### src/rtl/io_port_responder.sv
// Byte-wide CPU I/O port responder: CPU writes feed a TX FIFO for a consumer,
// CPU reads return RX FIFO bytes from a producer or a status byte.
module io_port_responder #(
  parameter int DEPTH    = 8,
  parameter int SEL_W    = 4,
  parameter int DATA_SEL = 0,
  parameter int STAT_SEL = 1
) (
  input  logic             clk,
  input  logic             rst,
  input  logic [SEL_W-1:0] io_sel,
  input  logic [7:0]       io_wdata,
  input  logic             io_output,
  input  logic             io_reading,
  output logic [7:0]       io_rdata,
  output logic             io_rvalid,
  input  logic [7:0]       in_data,
  input  logic             in_valid,
  output logic             in_ready,
  output logic [7:0]       out_data,
  output logic             out_valid,
  input  logic             out_ready,
  output logic             tx_overflow,
  output logic             rx_underflow
);

  localparam int DATA_W = 8;
  localparam int PTR_W  = $clog2(DEPTH);
  localparam int CNT_W  = PTR_W + 1;

  logic              wr_q, rd_q, wr_evt, rd_evt;
  logic              sel_data, sel_stat;
  logic [DATA_W-1:0] tx_mem [DEPTH];
  logic [DATA_W-1:0] rx_mem [DEPTH];
  logic [PTR_W-1:0]  tx_wr_ptr, tx_rd_ptr, rx_wr_ptr, rx_rd_ptr;
  logic [CNT_W-1:0]  tx_cnt, rx_cnt;
  logic              tx_full, tx_empty, rx_full, rx_empty;
  logic              tx_push, tx_pop, rx_push, rx_pop;
  logic              ovf_set, unf_set, stat_rd;
  logic [DATA_W-1:0] rd_val;

  assign wr_evt   = io_output & ~wr_q;
  assign rd_evt   = io_reading & ~rd_q;
  assign sel_data = (io_sel == SEL_W'(DATA_SEL));
  assign sel_stat = (io_sel == SEL_W'(STAT_SEL));

  assign tx_full  = (tx_cnt == CNT_W'(DEPTH));
  assign tx_empty = (tx_cnt == '0);
  assign rx_full  = (rx_cnt == CNT_W'(DEPTH));
  assign rx_empty = (rx_cnt == '0);

  // Full is judged before any same-cycle pop, so a push at full is always dropped.
  assign tx_push = wr_evt & sel_data & ~tx_full;
  assign ovf_set = wr_evt & sel_data & tx_full;
  assign tx_pop  = ~tx_empty & out_ready;
  assign rx_push = in_valid & ~rx_full;
  assign rx_pop  = rd_evt & sel_data & ~rx_empty;
  assign unf_set = rd_evt & sel_data & rx_empty;
  assign stat_rd = rd_evt & sel_stat;

  assign in_ready  = ~rx_full;
  assign out_valid = ~tx_empty;
  assign out_data  = tx_empty ? '0 : tx_mem[tx_rd_ptr];

  always_comb begin
    rd_val = '0;
    if (sel_data && !rx_empty)
      rd_val = rx_mem[rx_rd_ptr];
    else if (sel_stat)
      rd_val = {3'b000, rx_underflow, tx_overflow, rx_full, tx_full, ~rx_empty};
  end

  // Control: edge detect, pointers, counts, sticky flags, read response
  always_ff @(posedge clk) begin
    if (rst) begin
      // Tracking the strobes through reset keeps a held strobe from looking like an edge.
      wr_q         <= io_output;
      rd_q         <= io_reading;
      tx_wr_ptr    <= '0;
      tx_rd_ptr    <= '0;
      rx_wr_ptr    <= '0;
      rx_rd_ptr    <= '0;
      tx_cnt       <= '0;
      rx_cnt       <= '0;
      tx_overflow  <= 1'b0;
      rx_underflow <= 1'b0;
      io_rvalid    <= 1'b0;
      io_rdata     <= '0;
    end else begin
      wr_q <= io_output;
      rd_q <= io_reading;
      if (tx_push) tx_wr_ptr <= tx_wr_ptr + PTR_W'(1);
      if (tx_pop)  tx_rd_ptr <= tx_rd_ptr + PTR_W'(1);
      if (rx_push) rx_wr_ptr <= rx_wr_ptr + PTR_W'(1);
      if (rx_pop)  rx_rd_ptr <= rx_rd_ptr + PTR_W'(1);
      tx_cnt       <= tx_cnt + CNT_W'(tx_push) - CNT_W'(tx_pop);
      rx_cnt       <= rx_cnt + CNT_W'(rx_push) - CNT_W'(rx_pop);
      tx_overflow  <= ovf_set | (tx_overflow & ~stat_rd);
      rx_underflow <= unf_set | (rx_underflow & ~stat_rd);
      io_rvalid    <= rd_evt;
      if (rd_evt) io_rdata <= rd_val;
    end
  end

  // Storage
  always_ff @(posedge clk) begin
    if (tx_push) tx_mem[tx_wr_ptr] <= io_wdata;
    if (rx_push) rx_mem[rx_wr_ptr] <= in_data;
  end

endmodule

### config.mk
export PLATFORM = sky130hd
export DESIGN_NAME = io_port_responder
export DESIGN_NICKNAME = d
export VERILOG_FILES = /design/src/rtl/io_port_responder.sv
export SDC_FILE = /design/constraint.sdc
export NUM_CORES = 1
export LEC_CHECK = 0
export BUFFER_PORTS_ARGS = -buffer_cell sky130_fd_sc_hd__buf_2
export CAP_MARGIN = 30
export CORE_UTILIZATION = 39
export CTS_CLUSTER_SIZE = 25
export DETAILED_ROUTE_END_ITERATION = 12
export PLACE_DENSITY_LB_ADDON = 0.15
export SLEW_MARGIN = 20
export SYNTH_ARGS = -nofsm -noshare
export SYNTH_HDL_FRONTEND = slang
export SYNTH_SLANG_ARGS = --single-unit
### constraint.sdc
create_clock -name clk -period 3.01 [get_ports clk]
set_input_delay 0.602 -clock clk [delete_from_list [all_inputs] [get_ports clk]]
set_output_delay 0.602 -clock clk [all_outputs]
set_load 0.01 [all_outputs]
After elaboration in Yosys (flattened, before gate mapping)
Memory sizes are Yosys's and may differ from the RTL's. A register that Yosys moved wholly into a read port is not among the register bits.
Index checks and enable logic that the tools add are counted.
Word-level totals
  output and inout bits: 21
  memories: 2
  memory bits (writable): 128
  register bits after elaboration: 33
Cells by class
  mux-type cells: 11
  add/subtract/negate cells: 8
  eq/ne operators: 3
  reductions and logical operators: 5
  bitwise operators: 22
Memory list
  rx_mem: depth 8, width 8, read ports 1, clocked after Yosys merged registers in 1, wr ports 1, line 34  | logic [DATA_W-1:0] rx_mem [DEPTH];
  tx_mem: depth 8, width 8, read ports 1, clocked after Yosys merged registers in 1, wr ports 1, line 33  | logic [DATA_W-1:0] tx_mem [DEPTH];
Operators with widths (count)
  $mux 8: 2
  $and 1x1->1: 13
  $add 3x1->3 const B: 4
  $logic_not 4->1: 3
  $mux 3: 4
  $add 4x1->4: 2
  $eq 4x4->1 const B: 2
  $sub 4x1->4: 2
  $not 1->1: 7
  $mux 5: 1
  $eq 4x1->1 const B: 1
  $mux 1: 4
  $or 1x1->1: 2
  $logic_and 1x1->1: 1
  $logic_not 1->1: 1

Logic depth before layout (Yosys ltp)
  depth after elaboration: 6
  mapped depth: 13
  depth with buffers taken out: 12

Worst setup path after synthesis
Ideal clock, no wire load.
  path type: reg-to-reg
  start: register tx_cnt[2]
  end: register tx_cnt[2]
  setup time: 0.117 ns
  arrival time: 2.329 ns
  slack: 0.564 ns
  path buffers: 1
  stages on the path, launching flop included: 13
  clock period less this slack: 2.446 ns
  cells stage by stage: dfxtp_1 -> inv_1 -> ha_1 -> nor3b_2 -> inv_2 -> and2_1 -> clkbuf_1 -> ha_1 -> inv_1 -> ha_1 -> fa_1 -> xnor2_1 -> nor2_1
Between the ends
  elaborated cells between the ends (all ways): 8
  classes of those cells: add/sub: 2; eq/ne: 1; bitwise: 4; reduce/logical: 1
RTL lines
  start, declared: line 36  | logic [CNT_W-1:0] tx_cnt, rx_cnt;
  start signal, assigned: line 96  | tx_cnt <= tx_cnt + CNT_W'(tx_push) - CNT_W'(tx_pop);
  $logic_not 4->1: line 48  | assign tx_empty = (tx_cnt == '0);
  $not 1->1
  named net out_valid: line 21  | output logic out_valid,
  $and 1x1->1: line 55  | assign tx_pop = ~tx_empty & out_ready;
  named net tx_pop: line 38  | logic tx_push, tx_pop, rx_push, rx_pop;
  $sub 4x1->4: line 96
The timed path passes the listed nets, and every way through them passes these cells.
A chain may end at the register's enable or synchronous reset.

==> flow_summary.ini <==
[status]
status = finished clean

[cts]
hold_buffers = 0
htreeDepth = 4
clkSlewWorstSetupHoldPaths_ns = 0.07
clock_sinks = 167
cts_root_buffer = clkbuf_16
clock_path_buffers = 2
cts_inserted_buffers = 17
post_cts_buffers = 0
cts_tree = done
insertion_delay_ns = 0.42
cts_resized = 0

[floorplan]
die_w_um = 132
dieArea_um2 = 17600
initial_utilization = 0.400
die_h_um = 132
coreArea_um2 = 16600
ioPinCount = 47
rows = 47

[synthesis]
ys_ff_latch = 167
yosysMostFrequentCell = edfxtp_1
synth_flop_cell = edfxtp_1
synth.largest_area_cell = edfxtp_1
synthSimpleGateAreaFrac = 0.0673
synthCells = 384
synth_top_area_share = 0.579
yosysWarningCount = 0
synth_mux_area_frac = 0.141
syn_nets = 427
synth_xor_xnor_area_share = 0.0158
synth-compound-area-share = 0.0251
synth_area_leaders = edfxtp_1 58%, dfxtp_1 12%, mux4_2 9.2%, ha_1 2.8%, mux2i_1 2.4%
syn_area_per_cell_um2 = 17.3
synth_cell_types = 43
synth_top_family_by_area = multiplexers
synth_edf_count = 128
async_flop_share = 0
ys_seq_area_frac = 0.696
synthTopCellsByCount = 128 x edfxtp_1, 39 x dfxtp_1, 38 x nor2_1
synth_area_um2 = 6640
synthAdderAreaFrac = 0.0343

[grt]
grt_overflow_total = 0
grt_pass1_wl_mm = 19.8
antenna_found_initial = 0
grt_pass1_vias = 3575
grt_use_total = 0.155
grt_max_degree = 23

[sta]
period_share = 0.852
finalMaxSlewViolations = 0
fin_ws_ns = 0.446
fin_tns_setup_ns = 0
rsz0062_at_grt = false
max_slew_margin = 0.452
hold_violations = 0
tightest_slew_ns = 0.822
clock.fmax_mhz = 390
setup_viol = 0
fin_crit_ns = 2.56
clock_skew_ns = 0.00983

[power]
ir_drop_v = 0.000525
power_uw = 5840
powerDensity_nw_per_um2 = 745
power.leakage_uw = 0.00273

[detailed_routing]
wl_per_cell_um = 18.3
drt_first_pass_iters = 4
postRouteAntennaNets = 0
drc = 0
routed_wl_mm = 12.6
num_vias = 3501
drt_iter0_drc = 146
avgViaCountPerCell = 5.05

[layout]
fill_cells = 1468
antenna_cells = 0
syn_to_final_growth_pct = 18.1
final_nets = 503
layout-drive-gt1-share = 0.311
fin_area_um2 = 7840
multiInputGateArea_um2 = 1890
regArea_um2 = 4620

[run]
drv_cap = 0

[worst_setup_path]
timing.rr.start = rx_cnt[2]
cpMaxStageDelayCell = mux4_2
critical_path.max_fanout = 16
cp-end-kind = output pin
worst-endpoint-required_ns = 2.41
crit_type = register to output pin
path_cells = buf_4 > mux4_2 > mux2i_1 > nor2_1 > buf_2
crit_arrival_ns = 1.96
startpoint_type = register
cpPeakStageDelay_ns = 0.57

[place]
placed_area_um2 = 7270
hpwlAfterDp_mm = 8.33
dp_worst_setup_slack_ns = 0.575
place.gp.congestion = 0.729
portBuffers = 46

[min_path]
hp-start = io_output
hold_class = primary input to register
==> flip-flops by register name, summed over array words and instances (netlist names), named ones only <==
name	cells
rx_mem	64
tx_mem	64
io_rdata	8
rx_cnt	4
tx_cnt	4
rx_rd_ptr	3
rx_wr_ptr	3
tx_rd_ptr	3
tx_wr_ptr	3
io_rvalid	1
rd_q	1
rx_underflow	1
tx_overflow	1
wr_q	1
==> power breakdown <==
part	internal (uW)	switching, uW
sequential	2600	68.3
combinational	519	570
clock	1160	922
==> cells by family (layout without fill, tap and decap cells) <==
family	Yosys count	count (layout)
AOI/OAI and AO/OA	23	23
xor gates and xnor gates	12	12
adders and majority gates	17	17
buffers and inverters	29	118
DFF	167	167
muxes	51	51
and+or+nand+nor	85	85
==> metrics by stage <==
step / cells / hold WS, ns / utilization
4_1_cts: 693 / 0.275 / 0.473
3_5_place_dp: 661 / 0.511 / 0.439
6_report: 693 / 0.292 / 0.473
3_3_place_gp: 661 / 0.493 / 0.439
2_1_floorplan: 384 / 0.484 / -
5_1_grt: 693 / 0.273 / 0.473
==> final timing paths <==
path,slack [ns],endpoint,cells after the start
worst min register to register,0.53,io_rdata[7],2
worst min-delay path,0.29,wr_q,1
worst max register to register,0.64,rx_cnt[2],10
worst max-delay path,0.45,out_data[5],5
==> layer usage <==
metal / routed length [um] / global-route usage / up-vias
li1: - / - / 1641
met1: 5360 / 0.185 / 1785
met2: 6700 / 0.267 / 64
met3: 449 / 0.0425 / 11
met4: 137 / 0.0562 / 0
met5: 0 / 0 / -
==> critical path: cells and delay by family, from the launching register on <==
kind	cells	cell delay, ns
buffers and inverters	2	0.46
multiplexers	2	0.71
AND/OR/NAND/NOR	1	0.06
flip-flops	1	0.30
==> cell usage in the layout, fill, tap and decap left out, types with 10 or more instances in the layout <==
cell and instances:
ha_1 15, buf_2 46, inv_1 10, edfxtp_1 128, mux4_2 27, clkbuf_16 17
dfxtp_1 39, buf_4 29, nor2_1 38, mux2i_1 16
==> cell type report <==
class,instances,share of cell area
Sequential cell,167,0.590
Multi-Input combinational cell,188,0.240
Timing Repair Buffer,75,0.0571
Clock buffer,17,0.0542
Tap cell,220,0.0351
Clock inverter,15,0.0183
Inverter,11,0.00526
(Power assumes the default switching activity.)
